### config.mk
export PLATFORM = sky130hd
export DESIGN_NAME = sync_event_receiver
export DESIGN_NICKNAME = d
export VERILOG_FILES = /design/src/rtl/sync_event_pkg.sv /design/src/rtl/sync_event_chan.sv /design/src/rtl/sync_event_receiver.sv
export SDC_FILE = /design/constraint.sdc
export NUM_CORES = 1
export LEC_CHECK = 0
export ABC_AREA = 1
export CAP_MARGIN = 20
export CORE_MARGIN = 5
export CORE_UTILIZATION = 49
export DETAILED_ROUTE_END_ITERATION = 16
export PLACE_DENSITY_LB_ADDON = 0.08
export REMOVE_ABC_BUFFERS = 1
export SYNTH_ARGS = -nofsm -noshare
export SYNTH_HDL_FRONTEND = slang
export SYNTH_HIERARCHICAL = 1
export SYNTH_SLANG_ARGS = --single-unit
export TNS_END_PERCENT = 30
### constraint.sdc
create_clock -name CLK -period 3.69 [get_ports CLK]
set_input_delay 1.107 -clock CLK [delete_from_list [all_inputs] [get_ports CLK]]
set_output_delay 1.107 -clock CLK [all_outputs]
set_load 0.05 [all_outputs]
### src/rtl/sync_event_pkg.sv
`default_nettype none
//==============================================================================
// Module   : sync_event_pkg
// Purpose  : Shared constants and helpers for the sync_event_receiver slice.
//            SYNC_MIN_STAGES is the shortest synchroniser chain the channels
//            accept. cnt_max() gives the saturation value of a pending
//            counter of a given width.
// Ports    : none (package)
// Revision : 1.0 - initial release
//==============================================================================
package sync_event_pkg;

    localparam int SYNC_MIN_STAGES = 2;

    // Largest value an unsigned counter of cnt_w bits can hold.
    function automatic int unsigned cnt_max(input int cnt_w);
        return (32'd1 << cnt_w) - 32'd1;
    endfunction

endpackage : sync_event_pkg
`default_nettype wire

### src/rtl/sync_event_chan.sv
`default_nettype none
//==============================================================================
// Module   : sync_event_chan
// Purpose  : One event channel of the toggle-protocol receiver. It contains the
//            resynchroniser chain, edge detector, saturating pending counter,
//            return acknowledge toggle and sticky overflow flag.
//            Optional build macro: SYNC_EVENT_AUTOACK_EN. When it is defined,
//            the ack toggle follows every detected edge, including dropped
//            events, and dequeue only decrements the count.
// Ports    : clk_i        - destination clock
//            rst_ni       - asynchronous active-low reset
//            toggle_i     - event toggle from the foreign domain (async)
//            deq_i        - consumer dequeue strobe
//            clr_ovf_i    - synchronous clear of overflow_o
//            pulse_o      - one-cycle pulse per detected toggle edge
//            pending_o    - pending count is non-zero
//            ack_toggle_o - return toggle to the sender
//            overflow_o   - sticky overflow flag
// Revision : 1.0 - initial release
//==============================================================================
module sync_event_chan
    import sync_event_pkg::*;
#(
    parameter int   STAGES = 2,
    parameter int   CNT_W  = 3,
    parameter logic INIT   = 1'b0
) (
    input  logic clk_i,
    input  logic rst_ni,
    input  logic toggle_i,
    input  logic deq_i,
    input  logic clr_ovf_i,
    output logic pulse_o,
    output logic pending_o,
    output logic ack_toggle_o,
    output logic overflow_o
);

    localparam logic [CNT_W-1:0] c_CNT_MAX = CNT_W'(cnt_max(CNT_W));

    generate
        if (STAGES < SYNC_MIN_STAGES) begin : g_bad_stages
            $error("sync_event_chan: STAGES must be at least SYNC_MIN_STAGES");
        end
    endgenerate

    logic [STAGES-1:0] sync_q;
    logic [STAGES-1:0] sync_d;
    logic              last_q;
    logic [CNT_W-1:0]  cnt_q;
    logic [CNT_W-1:0]  cnt_d;
    logic              ack_q;
    logic              ack_d;
    logic              ovf_q;
    logic              ovf_d;

    logic              w_edge;
    logic              w_accept;
    logic              w_ovf_set;
    logic              w_ack_flip;

    // Bit 0 is the metastability-exposed flop; bit STAGES-1 is the settled
    // sample used by the edge detector.
    assign sync_d   = {sync_q[STAGES-2:0], toggle_i};
    assign w_edge   = sync_q[STAGES-1] ^ last_q;
    // A dequeue on an empty channel is ignored entirely (no ack, no wrap).
    assign w_accept = deq_i & (cnt_q != '0);

`ifdef SYNC_EVENT_AUTOACK_EN
    // Acknowledge every detected edge, including events dropped at saturation,
    // so the sender never waits on the consumer.
    assign w_ack_flip = w_edge;
`else
    // Acknowledge only events the consumer has actually taken; a dropped
    // event is never acknowledged.
    assign w_ack_flip = w_accept;
`endif

    // Simultaneous arrival and dequeue cancel out, so a full counter does not
    // overflow in that cycle.
    always_comb begin
        cnt_d     = cnt_q;
        w_ovf_set = 1'b0;
        if (w_edge && !w_accept) begin
            if (cnt_q == c_CNT_MAX) begin
                w_ovf_set = 1'b1;
            end else begin
                cnt_d = cnt_q + CNT_W'(1);
            end
        end else if (w_accept && !w_edge) begin
            cnt_d = cnt_q - CNT_W'(1);
        end
    end

    assign ack_d = ack_q ^ w_ack_flip;
    // Set has priority over a clear arriving in the same cycle.
    assign ovf_d = w_ovf_set | (ovf_q & ~clr_ovf_i);

    always_ff @(posedge clk_i or negedge rst_ni) begin
        if (!rst_ni) begin
            sync_q <= {STAGES{INIT}};
            last_q <= INIT;
            cnt_q  <= '0;
            ack_q  <= INIT;
            ovf_q  <= 1'b0;
        end else begin
            sync_q <= sync_d;
            last_q <= sync_q[STAGES-1];
            cnt_q  <= cnt_d;
            ack_q  <= ack_d;
            ovf_q  <= ovf_d;
        end
    end

    assign pulse_o      = w_edge;
    assign pending_o    = (cnt_q != '0);
    assign ack_toggle_o = ack_q;
    assign overflow_o   = ovf_q;

endmodule : sync_event_chan
`default_nettype wire

### src/rtl/sync_event_receiver.sv
`default_nettype none
//==============================================================================
// Module   : sync_event_receiver
// Purpose  : Destination-side receiver for WIDTH independent toggle-protocol
//            event crossings. Each channel resynchronises its toggle, detects
//            edges, queues events as a pending count and returns an
//            acknowledge toggle to the sender.
//            Optional build macro: SYNC_EVENT_AUTOACK_EN (see sync_event_chan).
// Ports    : CLK        - destination clock
//            RST        - asynchronous active-low reset
//            sToggle    - per-channel event toggles (asynchronous to CLK)
//            dPulse     - per-channel one-cycle edge pulse
//            dPending   - per-channel pending count non-zero
//            dDeq       - per-channel dequeue strobe
//            dAckToggle - per-channel return toggle
//            dOverflow  - per-channel sticky overflow
//            dClrOvf    - per-channel synchronous overflow clear
// Revision : 1.0 - initial release
//==============================================================================
module sync_event_receiver
    import sync_event_pkg::*;
#(
    parameter int   WIDTH  = 4,
    parameter int   STAGES = 2,
    parameter int   CNT_W  = 3,
    parameter logic init   = 1'b0
) (
    input  logic             CLK,
    input  logic             RST,
    input  logic [WIDTH-1:0] sToggle,
    output logic [WIDTH-1:0] dPulse,
    output logic [WIDTH-1:0] dPending,
    input  logic [WIDTH-1:0] dDeq,
    output logic [WIDTH-1:0] dAckToggle,
    output logic [WIDTH-1:0] dOverflow,
    input  logic [WIDTH-1:0] dClrOvf
);

    generate
        if (STAGES < SYNC_MIN_STAGES) begin : g_bad_stages
            $error("sync_event_receiver: STAGES must be at least SYNC_MIN_STAGES");
        end
    endgenerate

    generate
        for (genvar gi = 0; gi < WIDTH; gi++) begin : g_chan
            sync_event_chan #(
                .STAGES (STAGES),
                .CNT_W  (CNT_W),
                .INIT   (init)
            ) u_chan (
                .clk_i        (CLK),
                .rst_ni       (RST),
                .toggle_i     (sToggle[gi]),
                .deq_i        (dDeq[gi]),
                .clr_ovf_i    (dClrOvf[gi]),
                .pulse_o      (dPulse[gi]),
                .pending_o    (dPending[gi]),
                .ack_toggle_o (dAckToggle[gi]),
                .overflow_o   (dOverflow[gi])
            );
        end
    endgenerate

endmodule : sync_event_receiver
`default_nettype wire

Yosys cells after proc, flatten, opt, wreduce, memory -nomap -nowiden
Index checks and enable logic that the tools add are counted.
- add/subtract/negate cells: 8
- multipliers: 0
- divide/modulo/power cells: 0
- magnitude comparators: 0
- equal/unequal tests: 8
- shift-type cells: 0
- muxes and demuxes: 20
- bitwise gates (word level): 24
- reductions and logical operators: 28
- operator list (kind ; number):
    two-way mux 3 bit ; 12
    adder 3 x 1 -> 3 bit (second input constant) ; 4
    equality test 3 bit (second input constant) ; 4
    nonzero test 3 bit ; 4
    subtractor 3 x 1 -> 3 bit (second input constant) ; 4
    bitwise AND 1 bit ; 8
    logical AND 1 bit ; 8
    zero test 1 bit ; 8
    two-way mux 1 bit ; 8
    inequality test 2 bit (second input constant) ; 4
    AND reduction 2 bit ; 4
    nonzero test 2 bit ; 4
    XOR 1 bit ; 8
    NOT 1 bit ; 4
    OR 1 bit ; 4
- flip-flop bits (word level): 32
- latch bits: 0
- bits in writable memories: 0
- bits in read-only memories: 0
- input port bits: 14
- output and inout bits: 16
- logic and storage cells: 108
- memories kept: 0

Logic depth before layout (Yosys ltp)
Gate-level depths: netlist (run 1).
- depth in word-level cells: 6
- mapped depth: 11

Modules after synthesis
The synthesis (run 1) kept the hierarchy.
- by module, submodules not included (module ; instances ; cells each ; area each (µm²) ; seq. area each (µm²)):
    sync_event_chan ; 4 ; 38 ; 390.4 ; 200.2

Worst setup path after synthesis (run 1)
Ideal clock, no wire load.
- kind: input to register
- start point: in dDeq[0]
- end point: reg g_chan[0].u_chan.cnt_q[2]
- library setup time: 117 ps
- arrival time: 1931 ps
- data required time: 3573 ps
- setup slack: 1643 ps
- cell stages on the path: 9
- buffers on the path: 0
- cell sequence: nand2_4 -> nand2_2 -> fa_1 -> inv_1 -> nand2_2 -> nand2_2 -> nand2_1 -> nand2_1 -> nand2_1
- word-level cells in the longest chain between the ends: 5
- ends and longest elaborated chain (element ; line ; source):
    from (decl) ; sync_event_receiver.sv:33 ; input logic [WIDTH-1:0] dDeq,
    bitwise AND 1 bit * ; sync_event_chan.sv:67 ; assign w_accept = deq_i & (cnt_q != '0);
    zero test 1 bit ; sync_event_chan.sv:84 ; if (w_edge && !w_accept) begin
    logical AND 1 bit ; sync_event_chan.sv:84 ;
    inequality test 2 bit (no source line) or nonzero test 2 bit (tied branches) ; -- ;
    AND reduction 2 bit (no source line) ; -- ;
    to (signal assigned) ; sync_event_chan.sv:109 ; cnt_q <= cnt_d;
    to (decl) ; sync_event_chan.sv:50 ; logic [CNT_W-1:0] cnt_q;
Every way passes the cells marked *; elsewhere a longest branch is shown, timed or not.
A chain may end at the register's enable or synchronous reset.

Final worst setup path (run 1)
- start point: reg g_chan[3].u_chan.sync_q[1]
- end point: out dPulse[3]
- word-level cells in the longest chain between the ends: 1
- ends and longest elaborated chain (element ; line ; source):
    from (decl) ; sync_event_chan.sv:47 ; logic [STAGES-1:0] sync_q;
    from (signal assigned) ; sync_event_chan.sv:101 ; sync_q <= {STAGES{INIT}};
    from (signal assigned) ; sync_event_chan.sv:107 ; sync_q <= sync_d;
    XOR 1 bit ; sync_event_chan.sv:65 ; assign w_edge = sync_q[STAGES-1] ^ last_q;
    to (decl) ; sync_event_receiver.sv:31 ; output logic [WIDTH-1:0] dPulse,
No other way between the ends.

==> flow_summary_export.csv, run 1 <==
group,metric,value,unit
status,status,"finished, final reports clean",
logic_synthesis,synth_flop_cell,"dfrtp_1",
clock_tree,cts_tree,"done",
critical_path,cp_cell_sequence,"inv_1, nand2_1, nand2_2, clkdlybuf4s50_1",
logic_synthesis,ys_ff_latch,32,
clock_tree,numCtsBuffers,5,
power_and_ir_drop,p_int,824,uW
sta,drv_slew,0,
sta,setup_viol,0,
placed_design,io_buffers,29,
sta,min_period,2.93,ns
routing,avgViaCountPerCell,4.84,
floorplan,start_util,0.511,
routing,drc_errors,0,
sta,hold_viol,0,
critical_path,r2r_start,"g_chan[3].u_chan/cnt_q[0]",
logic_synthesis,netlist_area,0.00156,sq mm
routing,wirelength,2.76,mm
floorplan,rows,20,
layout,layout-drive-gt1-share,0.258,
logic_synthesis,avgSynthCellArea,10.3,sq um
global_routing,grt_max_degree,33,
power_and_ir_drop,pwr-share-seq,0.365,
global_routing,overflow,0,
floorplan,fp.coreArea,0.00305,sq mm
sta,final.setup.tns,0,ns
sta,maxSlewHeadroom,0.666,
floorplan,ios,30,
logic_synthesis,synth_cells,152,
power_and_ir_drop,p_leak,0.933,nW
power_and_ir_drop,ir_drop,0.000390,V
routing,post_drt_wl_per_cell,11.8,um
layout,syn2layout_area_growth,26.5,%
global_routing,use_met2,0.268,
global_routing,grt_pass1_wl,5.07,mm
logic_synthesis,synth_top_area_frac,0.513,
placed_design,dp.cells,226,
sta,timing.fmax,341,MHz
critical_path,worst-setup-path-type,"register to output port",
critical_path,path_buf_inv,2,
worst_hold_path,hold_class,"register to register",
logic_synthesis,yosys_warnings,6,
logic_synthesis,yosys.area.top_type,"dfrtp_1",
placed_design,dpl.hpwl,2.08,mm
critical_path,crit_required,2.58,ns
sta,fin_crit_sh,0.795,
floorplan,die_h,66.5,um
critical_path,cp_max_fo,4,
clock_tree,cts_htree_levels,2,
clock_tree,hold_buffers,0,
clock_tree,cts_setup_buffers,0,
logic_synthesis,ys_top_cells_by_area,"dfrtp_1 (51%), nand2_4 (8.7%), nand2_2 (8.0%)",
global_routing,grt_use_met3,0.0607,
critical_path,critPathTopFamily,"buffers and inverters",
logic_synthesis,yosysMostFrequentCell,"dfrtp_1",
placed_design,gp_congestion,0.774,
critical_path,critPathSlowestCell,"clkdlybuf4s50_1",
clock_tree,numClockSinks,32,
critical_path,cpPeakStageDelay,0.81,ns
clock_tree,cts.repair.resized,0,
sta,rsz0062_at_grt,"false",
placed_design,post_dp_cell_area,0.00191,sq mm
critical_path,cp-startpoint,"g_chan[3].u_chan/sync_q[1]",
power_and_ir_drop,powerDensity,790,mW/mm^2
run,cap_viol_max_count,0,
worst_hold_path,min-delay-start,"g_chan[2].u_chan/sync_q[0]",
layout,fillCellCount,280,
layout,nets,207,
routing,drtPass1Iterations,4,
power_and_ir_drop,clkPwrFrac,0.131,
logic_synthesis,synth_cell_types,15,
sta,worst_pin_slew,0.499,ns
logic_synthesis,async_flop_share,1.00,
power_and_ir_drop,switching_power,736,uW
floorplan,die_x,66.5,um
routing,final_antenna_net_count,0,
layout,fin_cells,234,
routing,drt_iter0_drc,63,
clock_tree,max-clock-path-buffers,2,
clock_tree,clkLatencyLatePin,0.33,ns
logic_synthesis,synth_edf_count,0,
global_routing,use_met1,0.171,
clock_tree,cts-root-buf,"clkbuf_4",
floorplan,die-area,0.00442,sq mm
routing,vias,1132,
global_routing,grt_antenna_before_repair,0,
clock_tree,cts.clk_slew.worst_paths,0.11,ns
layout,fin_area,0.00198,sq mm
logic_synthesis,yosysSeqAreaShare,0.513,
layout,antenna_cells,0,
critical_path,end_kind,"output port",
power_and_ir_drop,switching_share,0.472,
global_routing,busiest_layer,"met2",
power_and_ir_drop,power_frac_comb,0.504,
sta,skew,0.00708,ns
critical_path,critPathLaunchType,"register",
critical_path,arrival,1.83,ns
global_routing,gr-usage-all-layers,0.154,
logic_synthesis,synthTopCellsByCount,"dfrtp_1 (32), inv_1 (20), nand2_1 (20), nand2_2 (20)",
global_routing,grt_pass1_vias,1191,
[final cells by class]
type | instances | area, sq um | share of cell area
timing repair buffer | 30 | 298 | 0.151
multi-input combinational | 96 | 671 | 0.339
tap | 44 | 55.1 | 0.0279
clock inverter | 3 | 23.8 | 0.0120
sequential | 32 | 801 | 0.405
clock buffer | 5 | 37.5 | 0.0190
inverter | 24 | 90.1 | 0.0456
[power by group through the flow]
stage / sequential, mW / combinational (mW) / clock [mW]
after floorplan: 0.661 / 0.478 / 0
after global placement: 0.568 / 0.763 / 0
after detailed placement: 0.576 / 0.790 / 0
after CTS: 0.571 / 0.791 / 0.215
after global routing: 0.592 / 0.862 / 0.238
final: 0.569 / 0.786 / 0.205
[logic make-up after synthesis]
group	after synthesis	synth area share
simple gates	76	0.304
buf+inv	24	0.0577
flops	32	0.513
xor+xnor	8	0.0449
compound gates	8	0.0288
fa+ha+maj	4	0.0513
[placed cells by master (no fill, tap or decap), types with 5 or more instances in the layout]
cell / instances
clkdlybuf4s50_1: 29
inv_1: 20
nand2_2: 20
dfrtp_1: 32
nand3_1: 12
nand2_1: 20
clkbuf_4: 5
nand2_4: 12
[stage by stage]
step / worst slack, ns / hold slack [ns] / utilization / total power, mW
after floorplan: 1.64 / 0.331 / - / 1.14
after global placement: 1.09 / 0.336 / 0.627 / 1.33
after detailed placement: 1.02 / 0.336 / 0.627 / 1.37
after CTS: 0.730 / 0.364 / 0.647 / 1.58
after global routing: 0.592 / 0.368 / 0.647 / 1.69
final: 0.757 / 0.362 / 0.647 / 1.56
[worst reg2reg max path, stage by stage (launching register included)]
cell and delay [ns]:
dfrtp_1 0.45, nor2_1 0.14, nand2_2 0.09, nand2_4 0.09, nand2_2 0.09, fa_1 0.40, inv_1 0.08, nand2_2 0.06
nand2_2 0.06, nand2_1 0.05, nand2_1 0.07, nand2_1 0.06
[registers in the layout (all words and copies together) (netlist names)]
name and flops:
g_chan.u_chan/cnt_q 12, g_chan.u_chan/last_q 4, g_chan.u_chan/ack_toggle_o 4, g_chan.u_chan/sync_q 8
g_chan.u_chan/overflow_o 4
[layer usage]
| metal | vias to the layer above | share of wire |
|---|---|---|
| met5 | - | 0 |
| met4 | 0 | 0.0098 |
| met3 | 4 | 0.074 |
| met2 | 35 | 0.48 |
| met1 | 545 | 0.43 |
| li1 | 548 | - |
[final timing paths]
check,end,slack (ns),cells after the start
max reg2reg,g_chan[3].u_chan/cnt_q[2],1.95,11
max,dPulse[3],0.76,4
min reg2reg,g_chan[2].u_chan/sync_q[1],0.36,0
min,g_chan[2].u_chan/sync_q[1],0.36,0
max in group asynchronous,g_chan[1].u_chan/last_q,2.25,2
min in group asynchronous,g_chan[2].u_chan/cnt_q[0],1.14,2
Power figures use the tool's default switching activity.
==> run 2: changes to the inputs <==
==> constraint.sdc (replaced) <==
create_clock -name CLK -period 2.87 [get_ports CLK]
set_input_delay 0.861 -clock CLK [delete_from_list [all_inputs] [get_ports CLK]]
set_output_delay 0.861 -clock CLK [all_outputs]
set_load 0.05 [all_outputs]
==> flow_summary_export.csv, run 2 (same netlist as run 1, synthesis figures left out) <==
group,metric,value,unit
critical_path,critPathLaunchType,"register",
clock_tree,cts-root-buf,"clkbuf_4",
routing,vias,1110,
layout,fillCellCount,274,
global_routing,grt_max_degree,33,
worst_hold_path,worstHoldEndpoint,"g_chan[2].u_chan/sync_q[1]",
clock_tree,cts_setup_buffers,0,
layout,register_area,801,sq um
routing,post_drt_wl_per_cell,11.7,um
critical_path,ff2ff_setup_slack,1.13,ns
routing,final_antenna_net_count,0,
clock_tree,hold_buffers,0,
routing,drt_iter0_drc,78,
sta,holdWs,0.359,ns
sta,min_period,2.69,ns
sta,final.setup.tns,0,ns
critical_path,r2r_start,"g_chan[3].u_chan/cnt_q[0]",
global_routing,gr-usage-all-layers,0.152,
floorplan,die-area,0.00442,sq mm
critical_path,crit_required,2.01,ns
global_routing,grt_antenna_before_repair,0,
sta,fin_crit_sh,0.937,
floorplan,die_x,66.5,um
routing,avgViaCountPerCell,4.74,
worst_hold_path,min-delay-start,"g_chan[2].u_chan/sync_q[0]",
layout,reg.largest.list,"g_chan.u_chan/cnt_q x12, g_chan.u_chan/sync_q x8",
power_and_ir_drop,powerDensity,1010,mW/mm^2
layout,largest_register_ffs,12,
global_routing,grt_pass1_vias,1155,
floorplan,fp.coreArea,0.00305,sq mm
critical_path,cpPeakStageDelay,0.81,ns
floorplan,rows,20,
placed_design,dp.cells,226,
critical_path,cp_max_fo,4,
sta,rsz0062_at_grt,"false",
critical_path,arrival,1.83,ns
clock_tree,cts.clk_slew.worst_paths,0.11,ns
layout,syn2layout_area_growth,26.5,%
sta,skew,0.00484,ns
layout,fin_cells,234,
power_and_ir_drop,p_leak,0.933,nW
clock_tree,cts.repair.resized,0,
sta,drv_slew,0,
sta,setup_slack,0.181,ns
layout,utilization,0.647,
global_routing,grt_pass1_wl,4.99,mm
global_routing,overflow,0,
sta,worst_pin_slew,0.499,ns
critical_path,end_kind,"output port",
sta,setup_viol,0,
critical_path,reg2regPathDepth,11,
placed_design,dpl_worst_slack,0.455,ns
clock_tree,max-clock-path-buffers,2,
floorplan,die_h,66.5,um
layout,regMostFlops,"g_chan.u_chan/cnt_q",
sta,timing.fmax,372,MHz
placed_design,io_buffers,29,
clock_tree,clkLatencyLatePin,0.33,ns
critical_path,cp_cell_sequence,"inv_1, nand2_1, nand2_2, clkdlybuf4s50_1",
floorplan,ios,30,
critical_path,path_buf_inv,2,
placed_design,gp_congestion,0.774,
sta,hold_viol,0,
sta,maxSlewHeadroom,0.666,
worst_hold_path,worstHoldPathCells,0,
critical_path,r2r_end,"g_chan[3].u_chan/cnt_q[2]",
clock_tree,cts_htree_levels,2,
run,cap_viol_max_count,0,
critical_path,worst-setup-path-type,"register to output port",
layout,final_common_cell,"dfrtp_1",
layout,antenna_cells,0,
floorplan,start_util,0.511,
routing,drc_errors,0,
clock_tree,numCtsBuffers,5,
layout,layout-drive-gt1-share,0.258,
routing,drtPass1Iterations,4,
clock_tree,numClockSinks,32,
routing,wirelength,2.74,mm
clock_tree,cts_tree,"done",
layout,nets,207,
status,status,"finished, final reports clean",
placed_design,dpl.hpwl,2.02,mm
layout,multi_input_area,671,sq um
critical_path,critPathSlowestCell,"clkdlybuf4s50_1",
worst_hold_path,hold_class,"register to register",
power_and_ir_drop,ir_drop,0.000493,V
layout,layout_common_cells,"dfrtp_1 (32), clkdlybuf4s50_1 (29), inv_1 (20), nand2_1 (20), nand2_2 (20)",
critical_path,critPathTopFamily,"buffers and inverters",
run 2: worst register-to-register path: stages, from the launching register on:
cell and delay (ns):
dfrtp_1 0.45, nor2_1 0.14, nand2_2 0.09, nand2_4 0.09, nand2_2 0.09, fa_1 0.40
inv_1 0.08, nand2_2 0.06, nand2_2 0.06, nand2_1 0.05, nand2_1 0.07, nand2_1 0.06
run 2: worst max-delay path by stage:
stage                          startpoint  slack [ns]                        end  cells after the start
4_1_cts        g_chan[0].u_chan/sync_q[1]        0.15                  dPulse[0]                      4
3_5_place_dp                      dDeq[3]        0.45  g_chan[3].u_chan/cnt_q[2]                     10
5_1_grt        g_chan[0].u_chan/sync_q[1]        0.02                  dPulse[0]                      4
3_3_place_gp                      dDeq[2]        0.52  g_chan[2].u_chan/cnt_q[2]                     10
6_report       g_chan[1].u_chan/sync_q[1]        0.18                  dPulse[1]                      4
2_1_floorplan                     dDeq[0]        1.07  g_chan[0].u_chan/cnt_q[2]                      9
run 2: layout make-up:
cell class,instances,share of cell area
multi-input cells,96,0.339
well taps,44,0.0279
repair buffers,30,0.151
inverters,24,0.0456
clock inverters,3,0.0120
flip-flops and latches,32,0.405
clock buffers,5,0.0190
run 2: where the power goes:
group          total (mW)  internal, mW  leakage, nW  switching [mW]
Clock               0.259        0.0963       0.0274           0.163
Sequential          0.729         0.588        0.386           0.141
Combinational        1.01         0.374        0.520           0.639
run 2: metal layers:
metal  global-route usage  up-vias  share of wire
li1                     -      552              -
met1                0.176      522           0.45
met2                0.252       32           0.47
met3               0.0540        4          0.065
met4               0.0660        0          0.012
met5                    0        -              0
run 2: stage by stage:
step / total power, mW / instance area [sq um]
2_1_floorplan: 1.46 / 1560
3_3_place_gp: 1.71 / 1910
3_5_place_dp: 1.75 / 1910
4_1_cts: 2.02 / 1980
5_1_grt: 2.18 / 1980
6_report: 2.00 / 1980
==> run 3: changes to the inputs <==
--- a/config.mk
+++ b/config.mk
@@ -7,7 +7,7 @@
 export LEC_CHECK = 0
 export ABC_AREA = 1
 export CAP_MARGIN = 20
-export CORE_MARGIN = 5
+export CORE_MARGIN = 2
 export CORE_UTILIZATION = 49
 export DETAILED_ROUTE_END_ITERATION = 16
 export PLACE_DENSITY_LB_ADDON = 0.08
==> flow_summary_export.csv, run 3 (same netlist as run 1, synthesis figures left out) <==
group,metric,value,unit
layout,regMostFlops,"g_chan.u_chan/cnt_q",
floorplan,fp.coreArea,0.00305,sq mm
power_and_ir_drop,p_int,1.19,mW
floorplan,die-area,0.00365,sq mm
placed_design,post_dp_cell_area,0.00191,sq mm
placed_design,dp.cells,226,
layout,syn2layout_area_growth,28.7,%
clock_tree,max-clock-path-buffers,2,
clock_tree,hold_buffers,0,
global_routing,overflow,0,
sta,setup_viol,0,
floorplan,ios,30,
power_and_ir_drop,ir_drop,0.000559,V
layout,reg.largest.list,"g_chan.u_chan/cnt_q x12, g_chan.u_chan/sync_q x8",
power_and_ir_drop,total_power,2.11,mW
sta,worst_pin_slew,0.497,ns
floorplan,die_x,60.5,um
critical_path,end_kind,"output port",
clock_tree,cts-root-buf,"clkbuf_4",
routing,final_antenna_net_count,0,
layout,fin_area,0.00201,sq mm
status,status,"finished, final reports clean",
sta,min_period,2.69,ns
clock_tree,clkLatencyLatePin,0.33,ns
power_and_ir_drop,switching_power,915,uW
power_and_ir_drop,powerDensity,1050,mW/mm^2
critical_path,critPathLaunchType,"register",
floorplan,rows,20,
run,cap_viol_max_count,0,
sta,rsz0062_at_grt,"false",
clock_tree,numClockSinks,32,
critical_path,arrival,1.83,ns
power_and_ir_drop,pwr-share-seq,0.345,
floorplan,die_h,60.5,um
layout,layout-drive-gt1-share,0.258,
critical_path,worst-setup-path-type,"register to output port",
layout,nets,207,
critical_path,crit_required,2.01,ns
sta,timing.fmax,372,MHz
layout,register_area,801,sq um
clock_tree,cts_tree,"done",
sta,maxSlewHeadroom,0.668,
sta,drv_slew,0,
sta,hold_viol,0,
placed_design,io_buffers,29,
global_routing,grt_max_degree,33,
routing,drc_errors,0,
global_routing,grt_pass1_wl,4.35,mm
sta,fin_crit_sh,0.936,
clock_tree,cts.repair.resized,0,
global_routing,grt_antenna_before_repair,0,
floorplan,start_util,0.511,
routing,vias,1068,
routing,avgViaCountPerCell,4.56,
critical_path,cp_max_fo,4,
sta,final.setup.tns,0,ns
layout,antenna_cells,0,
layout,largest_register_ffs,12,
global_routing,grt_pass1_vias,1049,
layout,layout_common_cells,"dfrtp_1 (32), clkdlybuf4s50_1 (29), inv_1 (20), nand2_1 (20), nand2_2 (20)",
worst_hold_path,hold_class,"register to register",
clock_tree,numCtsBuffers,5,
power_and_ir_drop,switching_share,0.434,
placed_design,dpl.hpwl,1.84,mm
layout,final_common_cell,"dfrtp_1",
routing,post_drt_wl_per_cell,10.7,um
layout,multi_input_area,671,sq um
placed_design,gp_congestion,0.816,
power_and_ir_drop,power_frac_comb,0.474,
routing,drt_iter0_drc,33,
clock_tree,cts_setup_buffers,0,
clock_tree,cts.clk_slew.worst_paths,0.10,ns
sta,skew,0.00824,ns
power_and_ir_drop,clkPwrFrac,0.181,
global_routing,gr-usage-all-layers,0.164,
routing,wirelength,2.51,mm
clock_tree,cts_htree_levels,2,
layout,fillCellCount,254,
power_and_ir_drop,p_leak,0.957,nW
routing,drtPass1Iterations,5,
layout,utilization,0.658,
layout,fin_cells,234,
[run 3: final timing paths]
check | from | to | slack, ns | cells past startpoint
setup / recovery | g_chan[1].u_chan/sync_q[1] | dPulse[1] | 0.18 | 4
setup reg to reg | g_chan[3].u_chan/cnt_q[0] | g_chan[3].u_chan/cnt_q[2] | 1.18 | 11
min in group asynchronous | RST | g_chan[2].u_chan/cnt_q[1] | 0.92 | 2
hold reg to reg | g_chan[2].u_chan/sync_q[0] | g_chan[2].u_chan/sync_q[1] | 0.36 | 0
hold / removal | g_chan[2].u_chan/sync_q[0] | g_chan[2].u_chan/sync_q[1] | 0.36 | 0
max in group asynchronous | RST | g_chan[0].u_chan/sync_q[1] | 1.65 | 2
[run 3: metal layers]
| metal | share of wire | track usage | up-vias |
|---|---|---|---|
| met5 | 0 | 0 | - |
| met4 | 0.018 | 0.0839 | 0 |
| met3 | 0.056 | 0.0469 | 5 |
| met2 | 0.46 | 0.266 | 28 |
| met1 | 0.47 | 0.200 | 484 |
| li1 | - | - | 551 |
[run 3: power by group through the flow]
stage | sequential, mW | clock, mW | combinational, mW
3_3_place_gp | 0.730 | 0 | 0.977
5_1_grt | 0.752 | 0.410 | 1.10
4_1_cts | 0.730 | 0.398 | 1.01
2_1_floorplan | 0.850 | 0 | 0.614
6_report | 0.728 | 0.382 | 0.999
3_5_place_dp | 0.736 | 0 | 1.00
[run 3: worst max-delay path, cell delays in order, from the launching register on]
cell	delay, ns
dfrtp_1	0.44
inv_1	0.07
nand2_1	0.07
nand2_2	0.11
clkdlybuf4s50_1	0.81
[run 3: per-stage QoR]
| step | hold WS [ns] | worst slack (ns) |
|---|---|---|
| 6_report | 0.358 | 0.183 |
| 2_1_floorplan | 0.331 | 1.07 |
| 5_1_grt | 0.382 | 0.0965 |
| 3_3_place_gp | 0.337 | 0.523 |
| 3_5_place_dp | 0.336 | 0.472 |
| 4_1_cts | 0.359 | 0.155 |
[run 3: area by class of cell]
cell class                 count  share of cell area
clock buffer                   7              0.0324
inverter                      24              0.0448
timing repair buffer          30               0.148
sequential                    32               0.399
tap                           44              0.0274
multi-input combinational     96               0.334
clock inverter                 1              0.0149
